File: config.mk
export PLATFORM = sky130hd
export DESIGN_NAME = pcie_msi_intr_ctl
export DESIGN_NICKNAME = d
export VERILOG_FILES = /design/src/rtl/pcie_msi_intr_ctl.sv
export SDC_FILE = /design/constraint.sdc
export NUM_CORES = 1
export LEC_CHECK = 0
export ABC_AREA = 1
export CAP_MARGIN = 0
export CORE_MARGIN = 5
export CORE_UTILIZATION = 40
export CTS_CLUSTER_SIZE = 10
export DETAILED_ROUTE_END_ITERATION = 6
export GPL_TIMING_DRIVEN = 0
export HOLD_SLACK_MARGIN = 0.1
export PLACE_DENSITY_LB_ADDON = 0.05
export RECOVER_POWER = 50
export SYNTH_ARGS = -nofsm -noshare
export SYNTH_HDL_FRONTEND = slang
export SYNTH_SLANG_ARGS = --single-unit
export TNS_END_PERCENT = 50
File: constraint.sdc
create_clock -name clk -period 3.2 [get_ports clk]
set_clock_uncertainty 0.2 [all_clocks]
set_input_delay 0.48 -clock clk [delete_from_list [all_inputs] [get_ports clk]]
set_output_delay 0.48 -clock clk [all_outputs]
set_load 0.01 [all_outputs]
File: src/rtl/pcie_msi_intr_ctl.sv
// rtl/pcie_msi_intr_ctl.sv - edge-triggered irq lines to PCIe MSI req/ack (optional PCIE_MSI_IRQ_SYNC_EN input synchronizer)
module pcie_msi_intr_ctl #(
    parameter int         NUM_IRQ = 8,
    parameter logic [2:0] MSI_TC  = 3'd0
) (
    input  logic               clk,
    input  logic               reset,
    input  logic [NUM_IRQ-1:0] irq,
    output logic               app_msi_req,
    output logic [4:0]         app_msi_num,
    output logic [2:0]         app_msi_tc,
    input  logic               app_msi_ack,
    output logic               app_int_sts,
    input  logic               app_int_ack
);

    typedef enum logic {ST_IDLE, ST_WAIT} state_t;

    state_t             state_q, state_d;
    logic               req_q, req_d;
    logic [4:0]         num_q, num_d;
    logic               redo_q, redo_d;
    logic [NUM_IRQ-1:0] pending_q, pending_d;
    logic [NUM_IRQ-1:0] irq_prev_q;
    logic [NUM_IRQ-1:0] irq_s;
    logic [NUM_IRQ-1:0] rise;
    logic [NUM_IRQ-1:0] served;
    logic [4:0]         sel_idx;
    logic               unused_int_ack;

`ifdef PCIE_MSI_IRQ_SYNC_EN
    logic [NUM_IRQ-1:0] sync1_q, sync2_q;

    always_ff @(posedge clk) begin
        if (reset) begin
            sync1_q <= '0;
            sync2_q <= '0;
        end else begin
            sync1_q <= irq;
            sync2_q <= sync1_q;
        end
    end

    assign irq_s = sync2_q;
`else
    assign irq_s = irq;
`endif

    assign rise           = irq_s & ~irq_prev_q;
    assign app_msi_req    = req_q;
    assign app_msi_num    = num_q;
    assign app_msi_tc     = MSI_TC;
    assign app_int_sts    = 1'b0;
    assign unused_int_ack = app_int_ack;

    always_comb begin
        sel_idx = '0;
        for (int i = NUM_IRQ - 1; i >= 0; i--) begin
            if (pending_q[i]) sel_idx = 5'(i);
        end
    end

    always_comb begin
        served = '0;
        for (int i = 0; i < NUM_IRQ; i++) begin
            if (num_q == 5'(i)) served[i] = 1'b1;
        end
    end

    // Edges on the served line during WAIT are remembered in redo so the
    // ack-time clear does not swallow them; they yield exactly one more MSI.
    always_comb begin
        state_d   = state_q;
        req_d     = req_q;
        num_d     = num_q;
        redo_d    = redo_q;
        pending_d = pending_q | rise;
        case (state_q)
            ST_IDLE: begin
                if (|pending_q) begin
                    req_d   = 1'b1;
                    num_d   = sel_idx;
                    state_d = ST_WAIT;
                end
            end
            ST_WAIT: begin
                if (|(rise & served)) redo_d = 1'b1;
                if (app_msi_ack) begin
                    req_d     = 1'b0;
                    redo_d    = 1'b0;
                    state_d   = ST_IDLE;
                    pending_d = (pending_q & ~served) | rise | (redo_q ? served : '0);
                end
            end
            default: state_d = ST_IDLE;
        endcase
    end

    always_ff @(posedge clk) begin
        if (reset) begin
            state_q    <= ST_IDLE;
            req_q      <= 1'b0;
            num_q      <= '0;
            redo_q     <= 1'b0;
            pending_q  <= '0;
            irq_prev_q <= '0;
        end else begin
            state_q    <= state_d;
            req_q      <= req_d;
            num_q      <= num_d;
            redo_q     <= redo_d;
            pending_q  <= pending_d;
            irq_prev_q <= irq_s;
        end
    end

endmodule

==> results.md, run 1 <==
* Post-Route WL at 2.18 mm
* Maximum net fanout on the critical path at 6
* Clock-pin transition on the worst setup and hold timing paths at 0.11 ns
* DIE AREA at 3760 um^2
* RR Endpoint: redo_q
* Antenna-violating nets left at 0
* Synth cell types at 20
* Vias per inst at 4.59
* Standard cell core area at 2500 um^2
* Xor and xnor area share after synthesis at 0%
* Die outline width at a little over 60 um
* Per-cell routed wire length at 10.4 um
* Power Dens Cells at approximately 500 nW/um^2
* Number of H-tree branching levels at 1
* Global placement routability congestion at 0.861
* GRT overflow at 0
* Number of top-level pins at 22
* Run status: completed
* Ratio of cells with drive above 1 in the final layout at 11.7%
* Worst skew pair latency at 0.32 ns
* Antenna diode count at 0
* Syn Std Cell Area at 1050 um^2
* Max VDD drop at approximately 0.4 mV
* Area share of fa/ha/maj cells after synthesis at 0%
* Design Power at 0.000663 W
* Top area cells in the synthesized netlist: sky130_fd_sc_hd__dfxtp_1 42%, sky130_fd_sc_hd__nor2_1 8.9%, sky130_fd_sc_hd__nand2_1 8.6%, sky130_fd_sc_hd__inv_1 8.2%, sky130_fd_sc_hd__a21oi_1 6.7%
* Final count of hold timing violations at 0
* Leakage dissipation at about 0.61 nW
* Total vias in the final route at 960
* Post-Synthesis Mean Instance Area at roughly 6.7 um^2
* Slowest library cell on the worst path: sky130_fd_sc_hd__clkdlybuf4s50_1
* Setup TNS Final at 0 ns
* TritonCTS Sinks at 22
* Number of endpoints failing setup at the final stage at 0
* Site row count at 18
* Chip height at ~61 um
* Fmax achieved at 472 MHz
* Total of hold buffers inserted after clock tree synthesis at 0
* Global-route wire length before repair at approximately 3.5 mm
* Setup repair after global routing missed its margin: no
* CP cell instances: clkdlybuf4s50_1
* Crit Path Category: reg -> out
* Register-to-register setup slack at 1.65 ns
* Count of fill cells added during filler insertion at between 200 and 300
* Number of register bits inferred by synthesis at 22
* Worst Setup End Kind: primary output
* Synthesized-area fraction occupied by and/or/nand/nor cells at 27.3%
* Depth of the worst register-to-register path at 7
* Clock buffers created by TritonCTS at 3
* Setup fix buffers added after clock tree synthesis at 0
* Gate count after technology mapping at 157
* Number of violations of the max-capacitance limit at 0
* Startpoint kind of the worst setup timing path: flop
* Hold Crit Start: pending_q[3]
* Fraction of post-synthesis cell area in the top cell type by area at 41.9%
* Share of synthesized area occupied by flip-flops and latches at 41.9%
* DR pass1 iterations at 4
* Maximum number of pins on one net before global-route repair at 14
* DRC errors left at 0
* Number of buffer and inverter stages on the critical path at 1
* Worst EP required at 2.52 ns
* Number of global-route vias before repair at 833
* Count of warnings emitted by yosys at 0
* Post-CTS sizing at 0
* Number of antenna violations at the first check in global routing at 0
* Proportion of synthesized area in mux cells at 0%
* Family with the most delay on the worst path: buffers and inverters
* Detailed Route Iter0 Violations at 25
* Main combinational cell family by area after synthesis: simple AND/OR/NAND/NOR gates
* Arrival time reported for the critical path endpoint at between 1 and 1.5 ns
* Net count of the finished layout at 192
* Part of the cycle the worst path needs at 66.3%
* Placed wire-length estimate at 1.67 mm
* Instance count on the critical path at 1
* Bufs on Longest Clock Path at 2
* Effective utilization at floorplan at 42.1%
* Library cell occupying the most area in the post-synthesis netlist: sky130_fd_sc_hd__dfxtp_1
* Class of the most critical hold timing path: reg -> reg
* Shortest period the worst path allows at 2.12 ns
* Startpoint of the most critical register-to-register path: app_msi_num[2]
* Fraction of the mapped netlist area in compound gates at 15.3%
* Depth of the worst hold-timing path at 2
* Post-synthesis to final-layout area growth at 22.4%
* Clock tree root driver cell: sky130_fd_sc_hd__clkbuf_4
* Port Buffer Count at 13
* Worst stage delay on the critical path at 0.60 ns
* TritonCTS clock tree: yes
* GRT Overall Usage at 13.0%
* Max Slew Vio Count at 0
* Worst hold endpoint: pending_q[3]
[sequential cells by signal, summed over array words and instances (netlist names)]
signal       cells
irq_prev_q       8
pending_q        8
app_msi_num      3
app_msi_req      1
redo_q           1
state_q          1
[synthesized netlist by cell type]
library cell / n
sky130_fd_sc_hd__o21ai_1: 10
sky130_fd_sc_hd__conb_1: 1
sky130_fd_sc_hd__a211oi_1: 1
sky130_fd_sc_hd__nor2_2: 5
sky130_fd_sc_hd__o21ai_0: 1
sky130_fd_sc_hd__a31oi_1: 2
sky130_fd_sc_hd__nand3_1: 12
sky130_fd_sc_hd__inv_2: 4
sky130_fd_sc_hd__buf_1: 1
sky130_fd_sc_hd__a21oi_1: 14
sky130_fd_sc_hd__o211ai_1: 1
sky130_fd_sc_hd__dfxtp_1: 22
sky130_fd_sc_hd__inv_1: 23
sky130_fd_sc_hd__nand2_2: 2
sky130_fd_sc_hd__buf_2: 1
sky130_fd_sc_hd__nor2_1: 25
sky130_fd_sc_hd__nand2_1: 24
sky130_fd_sc_hd__a21oi_2: 1
sky130_fd_sc_hd__buf_4: 6
sky130_fd_sc_hd__clkbuf_1: 1
[power by group]
part	total [W]	internal (W)	switching (W)
Combinational	0.000133	0.0000558	0.0000771
Clock	0.000215	0.000127	0.0000884
Sequential	0.000315	0.000296	0.0000185
[logic make-up after synthesis]
logic type | count (synthesis)
simple gates | 68
flops | 22
compound gates | 30
other cells | 1
buf+inv | 36
[metrics by stage]
| stage | utilization [%] | std cells | setup slack, ns | hold slack, ns | cell area [um^2] |
|---|---|---|---|---|---|
| finish | 51.5 | 209 | 1.08 | 0.278 | 1290 |
| CTS | 51.7 | 209 | 1.07 | 0.285 | 1290 |
| floorplan | - | 162 | 1.80 | 0.243 | 1070 |
| detailed placement | 49.5 | 205 | 1.31 | 0.257 | 1240 |
| global route | 51.5 | 209 | 1.02 | 0.315 | 1290 |
| global placement | 49.5 | 205 | 1.33 | 0.251 | 1240 |
[metal layers]
metal  routed length [um]  GRT usage (%)  vias up
li1                     -              -      520
met1                 1020           16.1      416
met2                  978           21.0       22
met3                  161           5.03        2
met4                   19           3.72        0
met5                    0              0        -
[cell usage in the layout (no fill, tap or decap)]
cell	netlist	layout
sky130_fd_sc_hd__a211oi_1	1	1
sky130_fd_sc_hd__a21oi_1	14	14
sky130_fd_sc_hd__a21oi_2	1	1
sky130_fd_sc_hd__a31oi_1	2	2
sky130_fd_sc_hd__buf_4	6	6
sky130_fd_sc_hd__bufinv_16	0	1
sky130_fd_sc_hd__clkbuf_1	1	3
sky130_fd_sc_hd__clkbuf_4	0	3
sky130_fd_sc_hd__clkdlybuf4s50_1	0	13
sky130_fd_sc_hd__conb_1	1	6
sky130_fd_sc_hd__dfxtp_1	22	22
sky130_fd_sc_hd__inv_1	23	23
sky130_fd_sc_hd__inv_2	4	4
sky130_fd_sc_hd__nand2_1	24	25
sky130_fd_sc_hd__nand2_2	2	1
sky130_fd_sc_hd__nand3_1	12	12
sky130_fd_sc_hd__nor2_1	25	25
sky130_fd_sc_hd__nor2_2	5	5
sky130_fd_sc_hd__o211ai_1	1	1
sky130_fd_sc_hd__o21ai_0	1	3
sky130_fd_sc_hd__o21ai_1	10	8
[how the worst max path moves through the flow]
stage | endpoint | startpoint | slack, ns
6_report | app_msi_num[0] | app_msi_num[0] | 1.08
5_1_grt | app_msi_num[0] | app_msi_num[0] | 1.02
4_1_cts | app_msi_num[0] | app_msi_num[0] | 1.07
3_5_place_dp | pending_q[0] | app_msi_ack | 1.31
3_3_place_gp | pending_q[7] | app_msi_ack | 1.33
2_1_floorplan | irq_prev_q[0] | reset | 1.80
[final cells by class]
| class | count | area (um^2) | area share [%] |
|---|---|---|---|
| tap | 30 | 37.5 | 2.92 |
| buffer | 9 | 56.3 | 4.37 |
| sequential | 22 | 440 | 34.2 |
| inverter | 27 | 101 | 7.87 |
| clock inverter | 1 | 30.0 | 2.33 |
| clock buffer | 3 | 22.5 | 1.75 |
| timing repair buffer | 13 | 130 | 10.1 |
| multi-input combinational | 104 | 469 | 36.4 |
(Power assumes the default switching activity.)
==> run 2: changes to the inputs <==
- clock period: 3.2 -> 1.7 ns (I/O delays scaled with it)
==> run 2 against run 1 <==
Design area increased by 0.68%. Global-route usage did not move. Critical path depth unchanged. Critical path type unchanged. Largest power group unchanged.
==> results.md, run 2 (synthesized netlist as in run 1, its figures left out) <==
* Die outline width at 61.3 um (unchanged)
* Family with the most delay on the worst path: buffers and inverters (unchanged)
* Tightest hold margin at 0.109 ns (was 0.278 ns)
* Run status: completed (unchanged)
* GRT Overall Usage at 13.0% (unchanged)
* M1 GR Usage at 16.1% (unchanged)
* Met3 Track Usage GR at 5.03% (unchanged)
* Placed cell area at 1240 um^2 (unchanged)
* Post-synthesis to final-layout area growth at 23.2% (was 22.4%)
* Antenna diode count at 0 (unchanged)
* Count of fill cells added during filler insertion at 257 (was 258)
* Detailed Route Iter0 Violations at 30 (was 25)
* Last element of the critical path: app_msi_req (was app_msi_num[0])
* Power Dens Cells at 959 nW/um^2 (was 515 nW/um^2)
* Arrival time reported for the critical path endpoint at 1.19 ns (was 1.44 ns)
* TritonCTS clock tree: yes (unchanged)
* Ratio of cells with drive above 1 in the final layout at 13.4% (was 11.7%)
* Number of endpoints failing setup at the final stage at 0 (unchanged)
* Number of violations of the max-capacitance limit at 0 (unchanged)
* Total internal power at 0.000899 W (was 0.000479 W)
* Worst Setup End Kind: primary output (unchanged)
* Switching Power at 0.000344 W (was 0.000184 W)
* Switching power share of the total at 27.7% (was 27.8%)
* GR Util met2 at 21.0% (unchanged)
* Antenna-violating nets left at 0 (unchanged)
* Max Slew Vio Count at 0 (unchanged)
* Shortest period the worst path allows at 1.64 ns
* Standard cell core area at 2500 um^2 (unchanged)
* Instance count on the critical path at 1 (unchanged)
* Final count of hold timing violations at 0 (unchanged)
* Max VDD drop at 0.747 mV (was 0.397 mV)
* GRT overflow at 0 (unchanged)
* Peak-usage layer in the global routing report: met2 (unchanged)
* Register-to-register setup slack at 0.24 ns (was 1.65 ns)
* Maximum number of pins on one net before global-route repair at 14 (unchanged)
* Number of H-tree branching levels at 1 (unchanged)
* Proportion of power drawn by the clock network at 32.6% (was 32.5%)
* RR Endpoint: pending_q[0] (was redo_q)
* Class of the most critical hold timing path: in -> reg (was reg -> reg)
* Worst EP required at 1.24 ns (was 2.52 ns)
* CP cell instances: clkdlybuf4s50_1 (unchanged)
* Clock buffers created by TritonCTS at 3 (unchanged)
* Area of the multi-input gates at 469 um^2 (unchanged)
* Vias per inst at 4.63 (was 4.59)
* Worst stage delay on the critical path at 0.53 ns (was 0.60 ns)
* DR pass1 iterations at 4 (unchanged)
* Critical Path Start: app_msi_req (was app_msi_num[0])
* Global placement routability congestion at 0.861 (unchanged)
* Slowest library cell on the worst path: sky130_fd_sc_hd__clkdlybuf4s50_1 (unchanged)
* Part of the cycle the worst path needs at 96.5%
* Worst skew pair latency at 0.32 ns (about the same)
* Sequential fraction of design power at 47.7% (was 47.5%)
* Post-layout instance area at 1300 um^2 (was 1290 um^2)
* DIE AREA at 3760 um^2 (unchanged)
* Depth of the worst register-to-register path at 5 (was 7)
* Port Buffer Count at 13 (unchanged)
* Placed wire-length estimate at 1.67 mm (unchanged)
* Design Power at 0.00124 W (was 0.000663 W)
* Startpoint of the most critical register-to-register path: state_q (was app_msi_num[2])
* Combinational Power Share at 19.7% (was 20.1%)
* Total vias in the final route at 967 (was 960)
* Bufs on Longest Clock Path at 2 (unchanged)
* Fmax achieved at 609 MHz
* Total of hold buffers inserted after clock tree synthesis at 0 (unchanged)
* Number of antenna violations at the first check in global routing at 0 (unchanged)
* Post-Route WL at 2.17 mm (was 2.18 mm)
* Number of buffer and inverter stages on the critical path at 1 (unchanged)
* Maximum net fanout on the critical path at 2 (was 6)
* Number of global-route vias before repair at 833 (unchanged)
* Combined flip-flop and latch cell area at 452 um^2 (was 440 um^2)
* Per-cell routed wire length at 10.4 um (about the same)
* Clock tree root driver cell: sky130_fd_sc_hd__clkbuf_4 (unchanged)
* Chip height at 61.3 um (unchanged)
* Net count of the finished layout at 192 (unchanged)
* Commonest cells after routing, fill and taps aside: 25 x sky130_fd_sc_hd__nand2_1, 25 x sky130_fd_sc_hd__nor2_1, 24 x sky130_fd_sc_hd__inv_1, 19 x sky130_fd_sc_hd__dfxtp_1, 14 x sky130_fd_sc_hd__a21oi_1 (was 25 x sky130_fd_sc_hd__nand2_1, 25 x sky130_fd_sc_hd__nor2_1, 23 x sky130_fd_sc_hd__inv_1, 22 x sky130_fd_sc_hd__dfxtp_1, 14 x sky130_fd_sc_hd__a21oi_1)
* Number of top-level pins at 22 (unchanged)
* Setup TNS Final at 0 ns (unchanged)
* Clock-pin transition on the worst setup and hold timing paths at 0.13 ns (was 0.11 ns)
* Startpoint kind of the worst setup timing path: flop (unchanged)
* Setup repair after global routing missed its margin: no (unchanged)
* TritonCTS Sinks at 22 (unchanged)
* Leakage dissipation at 0.626 nW (was 0.607 nW)
* DRC errors left at 0 (unchanged)
* Effective utilization at floorplan at 42.1% (unchanged)
* Crit Path Category: reg -> out (unchanged)
* Global-route wire length before repair at 3.54 mm (unchanged)
* Site row count at 18 (unchanged)
==> run 2: changes by cell type in the layout (fill, tap and decap cells not counted), sizes merged <==
cell           delta
dlygate4sd2       +3
clkdlybuf4s50     -3
buf               +1
clkbuf            -1
==> run 2: routing by layer <==
metal | wire length [um] | up-vias
met1 | 976 | 420
li1 | - | 522
met5 | 0 | -
met4 | 19 | 0
met3 | 188 | 2
met2 | 982 | 23
==> run 2: per-stage QoR <==
stage	worst slack (ns)	cells	utilization (%)
final	0.0587	209	51.9
after global routing	0.0246	209	51.9
after CTS	0.0467	209	52.0
after detailed placement	0.0345	205	49.5
after global placement	0.0591	205	49.5
after floorplan	0.403	162	-
==> run 2: cell type report <==
type / instances / area share, %
Clock inverter: 1 / 2.32
Clock buffer: 3 / 1.74
Tap cell: 30 / 2.90
Sequential cell: 22 / 34.8
Inverter: 27 / 7.82
Timing Repair Buffer: 13 / 9.75
Multi-Input combinational cell: 104 / 36.2
Buffer: 9 / 4.44
==> run 2: worst min path at each step <==
stage	startpoint	endpoint	slack (ns)	cells past startpoint
CTS	reset	pending_q[4]	0.12	2
floorplan	irq[0]	irq_prev_q[0]	0.18	2
detailed placement	app_msi_req	app_msi_req	0.26	2
global route	reset	pending_q[4]	0.15	2
global placement	app_msi_req	app_msi_req	0.25	2
finish	reset	pending_q[2]	0.11	2
==> run 2: what timing repair did <==
| item | 4_1_cts | 5_1_grt |
|---|---|---|
| setup buffers | 0 | 0 |
| resized for setup | 9 | 0 |
| setup endpoints to repair | 3 | 0 |
==> run 2: power groups by stage <==
stage	Sequential (W)	Combinational [W]	Clock, W
after floorplan	0.000600	0.000170	0
final	0.000593	0.000245	0.000404
after detailed placement	0.000604	0.000251	0
after global placement	0.000600	0.000249	0
after global routing	0.000599	0.000277	0.000438
after CTS	0.000594	0.000248	0.000415
==> run 3: changes to the inputs <==
- CORE_MARGIN: 5 -> 3
==> run 3 against run 2 <==
Die area shrank 13%. Register-to-register slack barely moved. Maximum frequency rose by 0.20%. Critical path depth unchanged. Sequential cell count unchanged. Clock power down 30%. Global-route usage up 1.2 points. Power decreased by 9.8%. Core utilization increased by 2.1 points. Non-clock buffer count stayed put. Sequential power hardly changed. Combinational power barely moved.
==> results.md, run 3 (synthesized netlist as in run 1, its figures left out) <==
* Depth of the worst hold-timing path at 2 (unchanged)
* Number of endpoints failing setup at the final stage at 0 (unchanged)
* Depth of the worst register-to-register path at 4 (was 5)
* Placed wire-length estimate at 1.67 mm (about the same)
* Placed cell area at 1240 um^2 (about the same)
* Site row count at 17 (was 18)
* Power Dens Cells at 879 nW/um^2 (was 959 nW/um^2)
* Total internal power at 0.000791 W (was 0.000899 W)
* Antenna-violating nets left at 0 (unchanged)
* Max VDD drop at 0.566 mV (was 0.747 mV)
* Fmax achieved at 610 MHz (was 609 MHz)
* Register-to-register setup slack at 0.25 ns (was 0.24 ns)
* Worst skew pair latency at 0.31 ns (was 0.32 ns)
* Run status: completed (unchanged)
* Switching power share of the total at 29.4% (was 27.7%)
* Clock buffers created by TritonCTS at 3 (unchanged)
* Number of cells after detailed placement at 203 (was 205)
* Number of top-level pins at 22 (unchanged)
* Sequential fraction of design power at 52.7% (was 47.7%)
* Non-filler instance count after layout at 207 (was 209)
* Vias per inst at 4.82 (was 4.63)
* GRT overflow at 0 (unchanged)
* Bufs on Longest Clock Path at 2 (unchanged)
* Antenna diode count at 0 (unchanged)
* Post-layout instance area at 1270 um^2 (was 1300 um^2)
* Worst EP required at 1.24 ns (about the same)
* Detailed Route Iter0 Violations at 20 (was 30)
* Shortest period the worst path allows at 1.64 ns (about the same)
* Part of the cycle the worst path needs at 96.4% (was 96.5%)
* Clock-pin transition on the worst setup and hold timing paths at 0.12 ns (was 0.13 ns)
* Class of the most critical hold timing path: in -> reg (unchanged)
* Ratio of cells with drive above 1 in the final layout at 14.0% (was 13.4%)
* Arrival time reported for the critical path endpoint at 1.18 ns (was 1.19 ns)
* TritonCTS Sinks at 22 (unchanged)
* Setup repair after global routing missed its margin: no (unchanged)
* Startpoint kind of the worst setup timing path: flop (unchanged)
* Maximum number of pins on one net before global-route repair at 13 (was 14)
* Port Buffer Count at 13 (unchanged)
* Effective utilization at floorplan at 44.6% (was 42.1%)
* Die outline width at 57.3 um (was 61.3 um)
* Commonest cells after routing, fill and taps aside: 25 x sky130_fd_sc_hd__nand2_1, 25 x sky130_fd_sc_hd__nor2_1, 23 x sky130_fd_sc_hd__inv_1, 19 x sky130_fd_sc_hd__dfxtp_1, 14 x sky130_fd_sc_hd__a21oi_1 (was 25 x sky130_fd_sc_hd__nand2_1, 25 x sky130_fd_sc_hd__nor2_1, 24 x sky130_fd_sc_hd__inv_1, 19 x sky130_fd_sc_hd__dfxtp_1, 14 x sky130_fd_sc_hd__a21oi_1)
* Global-route wire length before repair at 3.72 mm (was 3.54 mm)
* Switching Power at 0.000329 W (was 0.000344 W)
* Slowest library cell on the worst path: sky130_fd_sc_hd__clkdlybuf4s50_1 (unchanged)
* Max Slew Vio Count at 0 (unchanged)
* DR pass1 iterations at 4 (unchanged)
* Core utilization of the finished layout at 54.0% (was 51.9%)
* Worst stage delay on the critical path at 0.53 ns (about the same)
* Standard cell core area at 2360 um^2 (was 2500 um^2)
* Global placement routability congestion at 0.796 (was 0.861)
* Combinational Power Share at 22.1% (was 19.7%)
* Crit Path Category: reg -> out (unchanged)
* Final count of hold timing violations at 0 (unchanged)
* DRC errors left at 0 (unchanged)
* Chip height at 57.3 um (was 61.3 um)
* Number of buffer and inverter stages on the critical path at 1 (unchanged)
* Number of antenna violations at the first check in global routing at 0 (unchanged)
* Post-synthesis to final-layout area growth at 21.2% (was 23.2%)
* Family with the most delay on the worst path: buffers and inverters (unchanged)
* Net count of the finished layout at 192 (unchanged)
* Number of H-tree branching levels at 1 (unchanged)
* Maximum net fanout on the critical path at 2 (unchanged)
* Number of global-route vias before repair at 886 (was 833)
* Number of violations of the max-capacitance limit at 0 (unchanged)
* Worst Setup End Kind: primary output (unchanged)
* RR Endpoint: pending_q[4] (was pending_q[0])
* Startpoint of the most critical register-to-register path: state_q (unchanged)
* DIE AREA at 3280 um^2 (was 3760 um^2)
* Clock tree root driver cell: sky130_fd_sc_hd__clkbuf_4 (unchanged)
* Hold Crit Start: reset (unchanged)
* Total vias in the final route at 997 (was 967)
* GRT Overall Usage at 14.2% (was 13.0%)
* Total of hold buffers inserted after clock tree synthesis at 0 (unchanged)
* Post-Route WL at 2.11 mm (was 2.17 mm)
* Setup TNS Final at 0 ns (unchanged)
* Leakage dissipation at 0.616 nW (was 0.626 nW)
* Worst hold endpoint: pending_q[7] (was pending_q[2])
* CP cell instances: clkdlybuf4s50_1 (unchanged)
* Per-cell routed wire length at 10.2 um (was 10.4 um)
* Proportion of power drawn by the clock network at 25.2% (was 32.6%)
* TritonCTS clock tree: yes (unchanged)
==> run 3: what timing repair did <==
action,4_1_cts,5_1_grt
resized for setup,8,0
setup endpoints to repair,3,0
buffers inserted,0,0
==> run 3: stage by stage <==
step                worst slack [ns]  power [W]  hold slack, ns
detailed placement            0.0308   0.000855           0.262
global placement              0.0600   0.000850           0.256
global route              0.00000822    0.00120           0.129
floorplan                      0.403   0.000770           0.180
CTS                           0.0453    0.00113           0.124
finish                        0.0619    0.00112           0.136
==> run 3: power groups by stage <==
stage | sequential, W | clock [W] | combinational [W]
5_1_grt | 0.000597 | 0.000317 | 0.000286
4_1_cts | 0.000591 | 0.000294 | 0.000250
3_5_place_dp | 0.000601 | 0 | 0.000254
3_3_place_gp | 0.000599 | 0 | 0.000252
6_report | 0.000590 | 0.000283 | 0.000247
2_1_floorplan | 0.000600 | 0 | 0.000170
==> run 3: cell type report <==
class	instances	area [um^2]
Multi-Input combinational cell	104	469
Sequential cell	22	449
Tap cell	28	35.0
Buffer	9	57.6
Inverter	27	101
Clock buffer	4	36.3
Fill cell	251	1090
Timing Repair Buffer	13	126
==> run 3: worst max-delay path by stage <==
| stage | start | to | slack, ns | depth (start not counted) |
|---|---|---|---|---|
| after CTS | app_msi_req | app_msi_req | 0.05 | 1 |
| after floorplan | app_msi_num[1] | redo_q | 0.40 | 8 |
| after global placement | app_msi_ack | pending_q[4] | 0.06 | 5 |
| after global routing | app_msi_req | app_msi_req | 0.000008 | 1 |
| after detailed placement | app_msi_ack | pending_q[4] | 0.03 | 5 |
| final | app_msi_req | app_msi_req | 0.06 | 1 |
==> run 3: per-layer routing <==
metal	vias to the layer above	routed length [um]	global-route usage, %
met5	-	0	0
met4	0	14	2.98
met3	2	111	4.98
met2	21	1010	24.0
met1	448	981	17.6
li1	526	-	-
